--- src/rtl/mips_alu_pkg.sv ---
// mips_alu_pkg: shared definitions for the MIPS execute-stage ALU with
// iterative multiply/divide.
//   DEFAULT_WIDTH : default datapath width.
//   alu_op_t      : 4-bit operation codes. Single-cycle codes keep their
//                   legacy 3-bit encoding behind a leading 0.
//   state_t       : issue FSM states.
//   is_multi      : true for MULT/MULTU/DIV/DIVU (opcode 10xx).
package mips_alu_pkg;

    localparam int DEFAULT_WIDTH = 32;

    typedef enum logic [3:0] {
        OP_AND   = 4'b0000,
        OP_OR    = 4'b0001,
        OP_ADD   = 4'b0010,
        OP_PASSA = 4'b0101,
        OP_SUB   = 4'b0110,
        OP_SLTU  = 4'b0111,
        OP_MULT  = 4'b1000,
        OP_MULTU = 4'b1001,
        OP_DIV   = 4'b1010,
        OP_DIVU  = 4'b1011,
        OP_MFHI  = 4'b1100,
        OP_MFLO  = 4'b1101
    } alu_op_t;

    typedef enum logic {
        ST_IDLE = 1'b0,
        ST_BUSY = 1'b1
    } state_t;

    function automatic logic is_multi(input logic [3:0] op_code);
        return (op_code[3:2] == 2'b10);
    endfunction

endpackage

--- src/rtl/mips_muldiv_seq.sv ---
// mips_muldiv_seq: unsigned iterative engine, one step per cycle.
//   clk, rst_n : clock, synchronous active-low reset.
//   start      : load magnitudes and mode, clear the step counter.
//   step       : perform one step this cycle.
//   mode_div   : 0 = shift-add multiply, 1 = restoring divide.
//   a_mag/b_mag: unsigned operands (multiplicand/multiplier, dividend/divisor).
//   res        : accumulator value after the current step; after the final
//                step it holds {product} or {remainder, quotient}.
//   done       : the step running this cycle is the final one.
module mips_muldiv_seq
    import mips_alu_pkg::*;
#(
    parameter int WIDTH = DEFAULT_WIDTH
) (
    input  logic                 clk,
    input  logic                 rst_n,
    input  logic                 start,
    input  logic                 step,
    input  logic                 mode_div,
    input  logic [WIDTH-1:0]     a_mag,
    input  logic [WIDTH-1:0]     b_mag,
    output logic [2*WIDTH-1:0]   res,
    output logic                 done
);

    localparam int CW = $clog2(WIDTH);
    localparam logic [CW-1:0] LAST_CNT = CW'(WIDTH - 1);
    localparam logic [CW-1:0] ONE_CNT  = {{(CW-1){1'b0}}, 1'b1};

    logic [2*WIDTH-1:0] acc_r;
    logic [2*WIDTH-1:0] acc_nxt_s;
    logic [WIDTH-1:0]   b_r;
    logic [CW-1:0]      cnt_r;
    logic               div_r;
    logic [WIDTH:0]     sum_s;
    logic [WIDTH:0]     trial_s;
    logic [WIDTH:0]     diff_s;

    // One multiply or divide step on the accumulator
    always_comb begin
        // Multiply: {hi,lo} holds partial product and remaining multiplier bits;
        // add B into hi when the current multiplier bit is set, then shift right.
        sum_s   = {1'b0, acc_r[2*WIDTH-1:WIDTH]}
                + (acc_r[0] ? {1'b0, b_r} : {(WIDTH+1){1'b0}});
        // Divide: {rem,quo}; bring the next dividend bit into the remainder.
        // trial < 2*B always, so the MSB of diff_s is a clean borrow flag.
        trial_s = acc_r[2*WIDTH-1:WIDTH-1];
        diff_s  = trial_s - {1'b0, b_r};
        if (div_r) begin
            if (!diff_s[WIDTH]) begin
                acc_nxt_s = {diff_s[WIDTH-1:0], acc_r[WIDTH-2:0], 1'b1};
            end else begin
                acc_nxt_s = {trial_s[WIDTH-1:0], acc_r[WIDTH-2:0], 1'b0};
            end
        end else begin
            acc_nxt_s = {sum_s, acc_r[WIDTH-1:1]};
        end
    end

    // Result of the step running now and final-step indication
    always_comb begin
        res  = acc_nxt_s;
        done = step && (cnt_r == LAST_CNT);
    end

    // Engine registers: load on start, advance on step
    always_ff @(posedge clk) begin
        if (!rst_n) begin
            acc_r <= {(2*WIDTH){1'b0}};
            b_r   <= {WIDTH{1'b0}};
            cnt_r <= {CW{1'b0}};
            div_r <= 1'b0;
        end else if (start) begin
            acc_r <= {{WIDTH{1'b0}}, a_mag};
            b_r   <= b_mag;
            cnt_r <= {CW{1'b0}};
            div_r <= mode_div;
        end else if (step) begin
            acc_r <= acc_nxt_s;
            cnt_r <= cnt_r + ONE_CNT;
        end else begin
            acc_r <= acc_r;
            cnt_r <= cnt_r;
        end
    end

endmodule

--- src/rtl/mips_alu_md.sv ---
// mips_alu_md: registered MIPS execute-stage ALU with iterative signed/unsigned
// multiply/divide and architectural HI/LO.
//   clk, rst_n  : clock, synchronous active-low reset.
//   in_valid    : an operation is presented on op/operand1/operand2.
//   in_ready    : operation accepted this cycle (low while busy or in reset).
//   op          : 4-bit operation code (alu_op_t).
//   operand1/2  : A and B operands.
//   flush       : abort an in-flight multiply/divide (no effect when idle).
//   out_valid   : one-cycle pulse, result valid.
//   result      : registered result (new LO for multiply/divide).
//   div_by_zero : with out_valid, the completed divide had B == 0.
module mips_alu_md
    import mips_alu_pkg::*;
#(
    parameter int WIDTH = DEFAULT_WIDTH
) (
    input  logic             clk,
    input  logic             rst_n,
    input  logic             in_valid,
    output logic             in_ready,
    input  logic [3:0]       op,
    input  logic [WIDTH-1:0] operand1,
    input  logic [WIDTH-1:0] operand2,
    input  logic             flush,
    output logic             out_valid,
    output logic [WIDTH-1:0] result,
    output logic             div_by_zero
);

    localparam logic [WIDTH-1:0]   ONE_W  = {{(WIDTH-1){1'b0}}, 1'b1};
    localparam logic [2*WIDTH-1:0] ONE_2W = {{(2*WIDTH-1){1'b0}}, 1'b1};

    state_t             state_r;
    state_t             state_nxt_s;
    logic               start_s;
    logic               single_s;
    logic               commit_s;
    logic               step_s;
    logic               eng_done_s;
    logic [2*WIDTH-1:0] eng_res_s;

    logic [WIDTH-1:0]   hi_r;
    logic [WIDTH-1:0]   lo_r;
    logic [WIDTH-1:0]   result_r;
    logic               out_valid_r;
    logic               div_by_zero_r;

    // Context of the in-flight multiply/divide
    logic               div_r;
    logic               neg_q_r;
    logic               neg_r_r;
    logic               dbz_pend_r;
    logic [WIDTH-1:0]   a_r;

    logic               sgn_s;
    logic               a_neg_s;
    logic               b_neg_s;
    logic [WIDTH-1:0]   a_mag_s;
    logic [WIDTH-1:0]   b_mag_s;
    logic [WIDTH-1:0]   alu_s;
    logic [WIDTH-1:0]   new_hi_s;
    logic [WIDTH-1:0]   new_lo_s;
    logic [2*WIDTH-1:0] prod_s;

    // Ready only when idle and out of reset
    always_comb begin
        in_ready = rst_n && (state_r == ST_IDLE);
    end

    // Issue FSM: next state and per-cycle control strobes
    always_comb begin
        state_nxt_s = state_r;
        start_s     = 1'b0;
        single_s    = 1'b0;
        commit_s    = 1'b0;
        step_s      = 1'b0;
        case (state_r)
            ST_IDLE: begin
                if (in_valid && is_multi(op)) begin
                    state_nxt_s = ST_BUSY;
                    start_s     = 1'b1;
                end else if (in_valid) begin
                    state_nxt_s = ST_IDLE;
                    single_s    = 1'b1;
                end else begin
                    state_nxt_s = ST_IDLE;
                end
            end
            ST_BUSY: begin
                step_s = !flush;
                if (flush) begin
                    state_nxt_s = ST_IDLE;
                end else if (eng_done_s) begin
                    state_nxt_s = ST_IDLE;
                    commit_s    = 1'b1;
                end else begin
                    state_nxt_s = ST_BUSY;
                end
            end
            default: begin
                state_nxt_s = ST_IDLE;
            end
        endcase
    end

    // Operand signs and magnitudes; odd multi-cycle codes are unsigned
    always_comb begin
        sgn_s   = !op[0];
        a_neg_s = sgn_s && operand1[WIDTH-1];
        b_neg_s = sgn_s && operand2[WIDTH-1];
        a_mag_s = a_neg_s ? (~operand1 + ONE_W) : operand1;
        b_mag_s = b_neg_s ? (~operand2 + ONE_W) : operand2;
    end

    // Single-cycle operation results
    always_comb begin
        case (op)
            OP_AND:   alu_s = operand1 & operand2;
            OP_OR:    alu_s = operand1 | operand2;
            OP_ADD:   alu_s = operand1 + operand2;
            OP_SUB:   alu_s = operand1 - operand2;
            OP_SLTU:  alu_s = {{(WIDTH-1){1'b0}}, (operand1 < operand2)};
            OP_PASSA: alu_s = operand1;
            OP_MFHI:  alu_s = hi_r;
            OP_MFLO:  alu_s = lo_r;
            default:  alu_s = {WIDTH{1'b0}};
        endcase
    end

    // Sign restoration and special cases for the completing operation.
    // Most-negative / -1 needs no special path: the magnitude quotient is
    // 2^(WIDTH-1), which already reads back as the most-negative value.
    always_comb begin
        prod_s = neg_q_r ? (~eng_res_s + ONE_2W) : eng_res_s;
        if (div_r) begin
            if (dbz_pend_r) begin
                new_lo_s = {WIDTH{1'b1}};
                new_hi_s = a_r;
            end else begin
                new_lo_s = neg_q_r ? (~eng_res_s[WIDTH-1:0] + ONE_W)
                                   : eng_res_s[WIDTH-1:0];
                new_hi_s = neg_r_r ? (~eng_res_s[2*WIDTH-1:WIDTH] + ONE_W)
                                   : eng_res_s[2*WIDTH-1:WIDTH];
            end
        end else begin
            new_lo_s = prod_s[WIDTH-1:0];
            new_hi_s = prod_s[2*WIDTH-1:WIDTH];
        end
    end

    mips_muldiv_seq #(
        .WIDTH    (WIDTH)
    ) u_seq (
        .clk      (clk),
        .rst_n    (rst_n),
        .start    (start_s),
        .step     (step_s),
        .mode_div (op[1]),
        .a_mag    (a_mag_s),
        .b_mag    (b_mag_s),
        .res      (eng_res_s),
        .done     (eng_done_s)
    );

    // FSM state register
    always_ff @(posedge clk) begin
        if (!rst_n) begin
            state_r <= ST_IDLE;
        end else begin
            state_r <= state_nxt_s;
        end
    end

    // HI/LO, result registers and in-flight operation context
    always_ff @(posedge clk) begin
        if (!rst_n) begin
            hi_r          <= {WIDTH{1'b0}};
            lo_r          <= {WIDTH{1'b0}};
            result_r      <= {WIDTH{1'b0}};
            out_valid_r   <= 1'b0;
            div_by_zero_r <= 1'b0;
            div_r         <= 1'b0;
            neg_q_r       <= 1'b0;
            neg_r_r       <= 1'b0;
            dbz_pend_r    <= 1'b0;
            a_r           <= {WIDTH{1'b0}};
        end else begin
            out_valid_r <= 1'b0;
            if (start_s) begin
                div_r      <= op[1];
                neg_q_r    <= a_neg_s ^ b_neg_s;
                neg_r_r    <= a_neg_s;
                dbz_pend_r <= op[1] && (operand2 == {WIDTH{1'b0}});
                a_r        <= operand1;
            end else if (single_s) begin
                out_valid_r   <= 1'b1;
                result_r      <= alu_s;
                div_by_zero_r <= 1'b0;
            end else if (commit_s) begin
                hi_r          <= new_hi_s;
                lo_r          <= new_lo_s;
                result_r      <= new_lo_s;
                out_valid_r   <= 1'b1;
                div_by_zero_r <= dbz_pend_r;
            end else begin
                hi_r <= hi_r;
                lo_r <= lo_r;
            end
        end
    end

    assign out_valid   = out_valid_r;
    assign result      = result_r;
    assign div_by_zero = div_by_zero_r;

endmodule

--- config.mk ---
export PLATFORM = sky130hd
export DESIGN_NAME = mips_alu_md
export DESIGN_NICKNAME = d
export VERILOG_FILES = /design/src/rtl/mips_alu_pkg.sv /design/src/rtl/mips_muldiv_seq.sv /design/src/rtl/mips_alu_md.sv
export SDC_FILE = /design/constraint.sdc
export NUM_CORES = 1
export LEC_CHECK = 0
export CAP_MARGIN = 15
export CORE_ASPECT_RATIO = 1.5
export CORE_MARGIN = 2
export CORE_UTILIZATION = 28
export DETAILED_ROUTE_END_ITERATION = 16
export HOLD_SLACK_MARGIN = 0.05
export PLACE_DENSITY_LB_ADDON = 0.25
export SKIP_CTS_REPAIR_TIMING = 1
export SYNTH_ARGS = -nofsm -noshare
export SYNTH_HDL_FRONTEND = slang
export SYNTH_HIERARCHICAL = 1
export SYNTH_SLANG_ARGS = --single-unit
--- constraint.sdc ---
create_clock -name clk -period 14.5 [get_ports clk]
set_input_delay 2.9 -clock clk [delete_from_list [all_inputs] [get_ports clk]]
set_output_delay 2.9 -clock clk [all_outputs]
set_load 0.01 [all_outputs]
==> results of run 1 <==
-- critical path: cells and delay by family --
family                   cells  cell delay, ns
AO/OA/AOI/OAI                6            2.50
buffers and inverters        2            0.82
AND/OR/NAND/NOR              2            0.49
adder cells (fa/ha/maj)      1            0.47
XOR/XNOR                     1            0.20
-- stage by stage --
| stage | setup WS [ns] | cell area [um2] | instances |
|---|---|---|---|
| floorplan | 8.004 | 23300 | 3191 |
| global placement | 7.151 | 25370 | 4251 |
| detailed placement | 7.155 | 25370 | 4251 |
| CTS | 7.576 | 26390 | 4300 |
| global route | 7.239 | 26390 | 4301 |
| finish | 7.557 | 26390 | 4303 |
-- cell usage after synthesis (all sizes together), types with 9 or more instances --
master	number	share of area
a21oi	257	0.055
a211oi	26	0.0088
a21o	35	0.011
o211a	12	0.0052
a22oi	24	0.0077
nor3	52	0.011
nand4	22	0.0059
o21ai	255	0.055
a21boi	85	0.027
a221oi	18	0.0068
or4	17	0.0063
ha	174	0.093
nand3	54	0.012
o221ai	10	0.0038
o41ai	18	0.0074
or2	20	0.0054
xor2	63	0.024
o211ai	52	0.017
nor2	289	0.047
and3	23	0.0062
a41oi	9	0.0034
o22ai	11	0.0030
o31ai	47	0.016
a222oi	11	0.0047
inv	147	0.024
xnor2	148	0.056
nor2b	63	0.017
a31o	10	0.0038
o21bai	12	0.0039
clkbuf	173	0.028
and2	48	0.013
a221o	14	0.0060
mux2	39	0.019
nand2b	34	0.0091
dfxtp	237	0.20
nor4	25	0.0083
a31oi	36	0.0099
o21a	21	0.0068
or3	62	0.017
buf	33	0.0067
mux2i	72	0.031
nand2	334	0.054
-- final cells by class --
cell class | instances | area, um2
clock buffer | 34 | 762.0
sequential | 237 | 4751
fill | 8999 | 56080
antenna | 3 | 7.507
clock inverter | 15 | 251.5
tap | 1113 | 1393
timing repair buffer | 153 | 1411
multi-input combinational | 2599 | 17260
inverter | 149 | 561.8
-- how the worst max path moves through the flow --
| stage | endpoint | cells after the start | slack, ns | start |
|---|---|---|---|---|
| 2_1_floorplan | in_ready | 3 | 8.00 | rst_n |
| 3_3_place_gp | result[27]$_SDFFE_PN0P_ | 12 | 7.15 | operand1[8] |
| 3_5_place_dp | result[27]$_SDFFE_PN0P_ | 12 | 7.16 | operand1[8] |
| 4_1_cts | in_ready | 3 | 7.58 | rst_n |
| 5_1_grt | hi_r[28]$_SDFFE_PN0P_ | 22 | 7.24 | u_seq/acc_r[31]$_SDFFE_PN0P_ |
| 6_report | result[27]$_SDFFE_PN0P_ | 12 | 7.56 | operand1[8] |
-- sequential cells by signal, summed over array words and instances (netlist names) --
name         flops
dbz_pend_r       1
neg_r_r          1
div_by_zero      1
lo_r            32
a_r             32
state_r          1
u_seq/cnt_r      5
out_valid        1
u_seq/div_r      1
u_seq/b_r       32
u_seq/acc_r     64
div_r            1
neg_q_r          1
hi_r            32
result          32
-- metal layers --
layer  wire [um]  part of all wire  track usage  vias to the layer above
li1            -                 -            -                    11430
met1       40890              0.39       0.2742                    11680
met2       51570              0.50       0.4224                      787
met3        4269             0.041      0.01752                      239
met4        6830             0.066       0.1439                        0
met5           0                 0            0                        -
-- power by group through the flow --
stage,clock network (mW),logic [mW],registers (mW)
global placement,0,0.722,0.705
global route,0.851,0.784,0.692
CTS,0.831,0.722,0.690
detailed placement,0,0.718,0.705
floorplan,0,0.460,0.698
finish,0.816,0.732,0.690
-- cell families (layout without fill, tap and decap cells) --
| kind of cell | Yosys count | in the layout | share of synthesized area |
|---|---|---|---|
| AOI/OAI and AO/OA | 1031 | 1031 | 0.2897 |
| xor gates and xnor gates | 211 | 211 | 0.07932 |
| adders and majority gates | 178 | 178 | 0.09688 |
| buffers and inverters | 355 | 351 | 0.05854 |
| DFF | 237 | 237 | 0.2036 |
| muxes | 111 | 111 | 0.05010 |
| other | 0 | 3 | 0 |
| and+or+nand+nor | 1068 | 1068 | 0.2218 |
==> out/qor.csv, run 1 <==
metric,value,unit
die-area,0.08558,mm2
peakVddDrop,98.56,uV
timing.critical_path.slowest_stage_cell,o31ai_1,
hold_viol_final,0,
dieHeight,357.3,um
dr.pass1.iters,6,
ant_nets,0,
min_period,6.943,ns
drc,0,
ys_warn_count,6,
yosysUniqueCellTypes,100,
routed_wl,103600,um
nets,3417,
path_clk_slew,0.06,ns
p_switching,0.8319,mW
cp_max_fo,11,
ys_seq_area_frac,0.2036,
drt_iter0_markers,2088,
postSynth.asyncResetShare,0,
cts-root-buf,clkbuf_16,
max_slew.worst_pin.slew,1.165,ns
cts.sinks,237,
grt_use_total,0.2366,
drive_above_1_share,0.06621,
hold_slack,0.4604,ns
final_common_cell,nand2_1,
clockPowerShare,0.364,
r2r_slack,7.66,ns
numCtsBuffers,27,
rr_worst_depth,22,
fmax,0.1440,GHz
slew_viol_final,0,
synthFlopType,dfxtp_1,
crit_chain,clkdlybuf4s50_1 > inv_1 > ha_1 > nor3_1 > nand4_1 > a31oi_1 > o21ai_1 > o31ai_1 > o21ai_0 > xor2_1 > a221oi_1 > o21ai_0,
wl_per_cell,24.07,um
cts.path.max_buffers,3,
combinationalPowerShare,0.327,
grt_pass1_wl,154100,um
synth.avg_cell_area,7.301,um2
syn_inst,3191,
hp-class,reg2reg,
antenna_found_initial,1,
ys_ff_latch,237,
rows,129,
min-delay-start,a_r[30]$_SDFFE_PN0P_,
worstSetupPathType,in2reg,
grt_pass1_vias,23580,
htreeDepth,1,
start_util,0.2825,
holdPathEnd,a_r[30]$_SDFFE_PN0P_,
vias_per_cell,5.608,
rr_startpoint,u_seq/acc_r[31]$_SDFFE_PN0P_,
area_delta_synth_final,13.29,%
synth.cell_area,0.02330,mm2
seq_power_share,0.308,
final_util,0.3200,
end_kind,flop,
timing.final.crit_share,0.4788,
num_vias,24130,
synth-edff-count,0,
p_leak,10.19,nW
die_w,239.5,um
syn-num-nets,3441,
cp-start-kind,primary input,
cap_violations,0,
gp_congestion,0.9510,
dp_hpwl,80160,um
crit_arrival,7.39,ns
layout_common_cells,"nand2_1 (332), nor2_1 (285), a21oi_1 (256), o21ai_0 (239), dfxtp_1 (234)",
core-area,0.08248,mm2
status,"complete, no violations",
hold_depth,2,
power.total,2.238,mW
maxSlewHeadroom,0.2232,
io_pins,107,
skew,0.02126,ns
cpMostUsedCell,o21ai_0,
rr_endpoint,hi_r[26]$_SDFFE_PN0P_,
finalSetupViolCount,0,
portBuffers,106,
grt_max_degree,90,
grt_overflow_total,0,
clk_latency,0.58,ns
cpPeakStageDelay,0.97,ns
cts_tree,yes,
cp.required,14.95,ns
p_int,1.406,mW
sw_frac_of_total,0.3717,
power.density,84.79,mW/mm2
rsz0062_at_grt,false,
setup_tns,0,ns
No activity file was read; power rests on OpenSTA's default activity.
==> inputs of run 2 (changes only) <==
==> constraint.sdc (replaced) <==
create_clock -name clk -period 5.8 [get_ports clk]
set_input_delay 1.16 -clock clk [delete_from_list [all_inputs] [get_ports clk]]
set_output_delay 1.16 -clock clk [all_outputs]
set_load 0.01 [all_outputs]
==> out/qor.csv, run 2 (synthesized netlist as in run 1, its figures left out) <==
metric,value,unit
grt_pass1_vias,23940,
min-delay-start,a_r[20]$_SDFFE_PN0P_,
rr_startpoint,u_seq/acc_r[31]$_SDFFE_PN0P_,
grt_overflow_total,0,
power.density,200.7,mW/mm2
dp_hpwl,82210,um
vias_per_cell,5.552,
final_util,0.3288,
timing.final.crit_share,0.9444,
top_register,u_seq/acc_r,
area_delta_synth_final,16.41,%
r2r_slack,0.32,ns
slew_viol_final,0,
fmax,0.1826,GHz
cap_violations,0,
setup_tns,0,ns
end_kind,flop,
crit_arrival,5.94,ns
final_common_cell,nand2_1,
ant_nets,0,
core-area,0.08248,mm2
routed_wl,103400,um
hold_depth,2,
cp-start-kind,flop,
rr_worst_depth,22,
drive_above_1_share,0.09687,
largest_reg_flops,64,
numCtsBuffers,27,
worstSetupPathType,reg2reg,
htreeDepth,1,
skew,0.02147,ns
maxSlewHeadroom,0.3240,
cts_tree,yes,
power.total,5.443,mW
start_util,0.2825,
layout_common_cells,"nand2_1 (332), nor2_1 (284), a21oi_1 (256), o21ai_0 (236), dfxtp_1 (234)",
min_period,5.477,ns
rr_endpoint,hi_r[26]$_SDFFE_PN0P_,
num_vias,24460,
clk_latency,0.59,ns
antenna_found_initial,0,
hold_viol_final,0,
wl_per_cell,23.46,um
status,"complete, no violations",
grt_pass1_wl,152200,um
grt_use_total,0.2341,
nets,3524,
cts-root-buf,clkbuf_16,
dpl_cell_area,0.02619,mm2
dr.pass1.iters,6,
drc,0,
die-area,0.08558,mm2
hp-class,reg2reg,
p_leak,10.66,nW
die_w,239.5,um
fin_area,0.02712,mm2
cp.required,6.27,ns
post-place-ws,0.2205,ns
peakVddDrop,207.3,uV
grt_max_degree,102,
finalSetupViolCount,0,
gp_congestion,0.9757,
io_pins,107,
setup_ws,0.3226,ns
max_slew.worst_pin.slew,1.014,ns
cp_max_fo,9,
portBuffers,106,
holdPathEnd,a_r[20]$_SDFFE_PN0P_,
cts.sinks,237,
cts.path.max_buffers,3,
path_clk_slew,0.07,ns
dieHeight,357.3,um
drt_iter0_markers,2052,
rows,129,
antenna_cells,0,
==> run 2: cell types whose count changed in the layout (fill, tap and decap cells not counted), moves of 2 or more <==
cell,previous run,this run
clkbuf_1,1,6
o21ai_1,15,18
clkinv_4,3,1
buf_6,0,3
diode_2,3,0
buf_12,0,2
buf_4,48,150
o21ai_0,239,236
bufinv_16,6,2
clkinv_2,1,3
a311oi_2,0,2
clkbuf_8,6,3
a311oi_1,5,3
o311ai_2,1,3
==> run 2: report_power, final <==
group | internal, mW | total, mW | switching [mW]
sequential | 1.68 | 1.73 | 0.0493
combinational | 0.721 | 1.92 | 1.20
clock | 0.987 | 1.79 | 0.805
total | 3.39 | 5.44 | 2.06
==> run 2: area by class of cell <==
| cell class | count | area (um2) |
|---|---|---|
| Fill cell | 8999 | 55360 |
| Timing Repair Buffer | 260 | 2251 |
| Clock buffer | 36 | 739.5 |
| Tap cell | 1113 | 1393 |
| Multi-Input combinational cell | 2599 | 17290 |
| Inverter | 149 | 561.8 |
| Sequential cell | 237 | 4751 |
| Clock inverter | 12 | 131.4 |
==> run 2: worst max path at each step <==
stage / end / slack (ns) / cells past startpoint / from
floorplan: hi_r[26]$_SDFFE_PN0P_ / 0.71 / 21 / u_seq/acc_r[31]$_SDFFE_PN0P_
global placement: hi_r[31]$_SDFFE_PN0P_ / 0.26 / 20 / u_seq/acc_r[0]$_SDFFE_PN0P_
detailed placement: hi_r[31]$_SDFFE_PN0P_ / 0.22 / 20 / u_seq/acc_r[0]$_SDFFE_PN0P_
CTS: hi_r[31]$_SDFFE_PN0P_ / 0.15 / 20 / u_seq/acc_r[0]$_SDFFE_PN0P_
global route: hi_r[31]$_SDFFE_PN0P_ / -0.0004 / 22 / u_seq/acc_r[0]$_SDFFE_PN0P_
finish: hi_r[26]$_SDFFE_PN0P_ / 0.32 / 22 / u_seq/acc_r[31]$_SDFFE_PN0P_
==> run 2: worst max-delay path: stages (launching register included) <==
cell      delay [ns]
dfxtp_1         0.31
inv_1           0.05
ha_1            0.22
fa_1            0.41
nor2b_2         0.17
o211a_1         0.23
o211ai_1        0.19
o21ai_0         0.21
buf_4           0.16
a31oi_2         0.10
o211a_4         0.32
buf_6           0.16
or3_1           0.30
o21ai_1         0.12
nor2_1          0.09
or4_4           0.51
or4b_4          0.59
or3_4           0.39
o41ai_2         0.32
xor2_1          0.22
o21ai_1         0.08
a21oi_1         0.14
nor2_1          0.06
==> run 2: layer usage <==
metal	part of all wire	GRT usage	up-vias
li1	-	-	11610
met2	0.51	0.4322	863
met4	0.060	0.1290	0
met5	0	0	-
met1	0.39	0.2650	11750
met3	0.045	0.01698	237
==> run 2: stage by stage <==
step / cells / hold slack (ns)
2_1_floorplan: 3191 / 0.4342
3_3_place_gp: 4358 / 0.4461
3_5_place_dp: 4358 / 0.4530
4_1_cts: 4406 / 0.4621
5_1_grt: 4406 / 0.4849
6_report: 4406 / 0.4584
==> inputs of run 3 (changes only) <==
==> constraint.sdc (replaced) <==
create_clock -name clk -period 5.6 [get_ports clk]
set_input_delay 1.12 -clock clk [delete_from_list [all_inputs] [get_ports clk]]
set_output_delay 1.12 -clock clk [all_outputs]
set_load 0.01 [all_outputs]
==> out/qor.csv, run 3 (synthesized netlist as in run 1, its figures left out) <==
metric,value,unit
status,"complete, no violations",
setup_tns,0,ns
min-delay-start,a_r[21]$_SDFFE_PN0P_,
nets,3552,
setup_ws,0.2808,ns
grt_overflow_total,0,
rr_startpoint,u_seq/acc_r[31]$_SDFFE_PN0P_,
maxSlewHeadroom,0.3107,
post-place-ws,0.04851,ns
top_register,u_seq/acc_r,
max_slew.worst_pin.slew,1.031,ns
clk_latency,0.58,ns
area_delta_synth_final,17.62,%
io_pins,107,
cts_tree,yes,
die_w,239.5,um
largest_reg_flops,64,
dp_hpwl,83020,um
vias_per_cell,5.528,
grt_busiest_layer,met2,
worstSetupPathType,reg2reg,
cts.sinks,237,
met2_usage,0.4303,
drt_iter0_markers,1950,
power.density,212.0,mW/mm2
slew_viol_final,0,
grt_pass1_wl,154500,um
hp-class,reg2reg,
timing.final.crit_share,0.9499,
holdPathEnd,a_r[21]$_SDFFE_PN0P_,
peakVddDrop,209.1,uV
end_kind,flop,
final_common_cell,nand2_1,
layout_common_cells,"nand2_1 (332), nor2_1 (286), a21oi_1 (254), o21ai_0 (236), dfxtp_1 (232)",
cp_max_fo,7,
path_clk_slew,0.06,ns
cts-root-buf,clkbuf_16,
fin_area,0.02740,mm2
skew,0.01518,ns
crit_arrival,5.78,ns
num_vias,24520,
dieHeight,357.3,um
grt_max_degree,119,
antenna_cells,0,
numCtsBuffers,27,
dpl_cell_area,0.02637,mm2
r2r_slack,0.28,ns
rr_worst_depth,22,
htreeDepth,1,
p_leak,10.84,nW
rsz0062_at_grt,false,
hold_viol_final,0,
fmax,0.1880,GHz
routed_wl,104400,um
wl_per_cell,23.54,um
core-area,0.08248,mm2
grt_pass1_vias,24030,
finalSetupViolCount,0,
cap_violations,0,
die-area,0.08558,mm2
ant_nets,0,
cp-start-kind,flop,
gp_congestion,0.9949,
portBuffers,106,
min_period,5.319,ns
start_util,0.2825,
dr.pass1.iters,6,
fillers,8938,
power.total,5.809,mW
grt_use_met3,0.02099,
rr_endpoint,hi_r[26]$_SDFFE_PN0P_,
grt.met1_usage,0.2666,
rows,129,
antenna_found_initial,1,
drive_above_1_share,0.1069,
grt_use_total,0.2379,
cts.path.max_buffers,3,
cp.required,6.07,ns
hold_depth,2,
drc,0,
run 3: metrics by stage:
step           instances  hold WS, ns    util
4_1_cts             4433       0.4637  0.3313
2_1_floorplan       3191       0.4342       -
6_report            4435       0.4595  0.3323
3_5_place_dp        4384       0.4545  0.3197
5_1_grt             4435       0.4865  0.3323
3_3_place_gp        4384       0.4499  0.3197
run 3: critical path, stage by stage (launching register included):
cell	delay [ns]
dfxtp_1	0.31
inv_1	0.05
ha_1	0.22
fa_1	0.40
nor2b_2	0.15
o211a_1	0.22
o211ai_1	0.19
o21ai_1	0.19
buf_4	0.15
a31oi_4	0.10
o211a_4	0.31
buf_4	0.18
or3_1	0.31
o21ai_1	0.11
nor2_1	0.08
or4_4	0.50
or4b_4	0.59
or3_4	0.39
o41ai_2	0.31
xor2_1	0.18
o21ai_1	0.07
a21oi_1	0.14
nor2_1	0.06
run 3: per-layer routing:
metal  part of all wire  up-vias
li1                   -    11680
met1               0.38    11650
met2               0.50      894
met3              0.046      287
met4              0.070        2
met5            0.00012        -
run 3: worst max-delay path by stage:
stage                                       from                    end  slack (ns)  cells past startpoint
detailed placement     u_seq/b_r[2]$_SDFFE_PN0P_  hi_r[31]$_SDFFE_PN0P_        0.05                     22
finish              u_seq/acc_r[31]$_SDFFE_PN0P_  hi_r[26]$_SDFFE_PN0P_        0.28                     22
global placement     u_seq/acc_r[0]$_SDFFE_PN0P_  hi_r[29]$_SDFFE_PN0P_        0.10                     19
floorplan           u_seq/acc_r[31]$_SDFFE_PN0P_  hi_r[26]$_SDFFE_PN0P_        0.51                     21
global route        u_seq/acc_r[31]$_SDFFE_PN0P_  hi_r[26]$_SDFFE_PN0P_       0.004                     24
CTS                    u_seq/b_r[2]$_SDFFE_PN0P_  hi_r[28]$_SDFFE_PN0P_       0.002                     22
run 3: cell type report:
class / count / area [um2] / share of cell area
multi-input cells: 2599 / 17300 / 0.6314
flip-flops and latches: 237 / 4753 / 0.1735
repair buffers: 288 / 2441 / 0.08908
well taps: 1113 / 1393 / 0.05082
clock buffers: 38 / 787.0 / 0.02872
inverters: 149 / 561.8 / 0.02050
clock inverters: 11 / 165.2 / 0.006027
run 3: report_power, final:
part	switching, mW	internal (mW)	total (mW)
clock network	0.842	1.16	2.01
logic	1.25	0.765	2.02
registers	0.0508	1.74	1.79
total	2.14	3.67	5.81
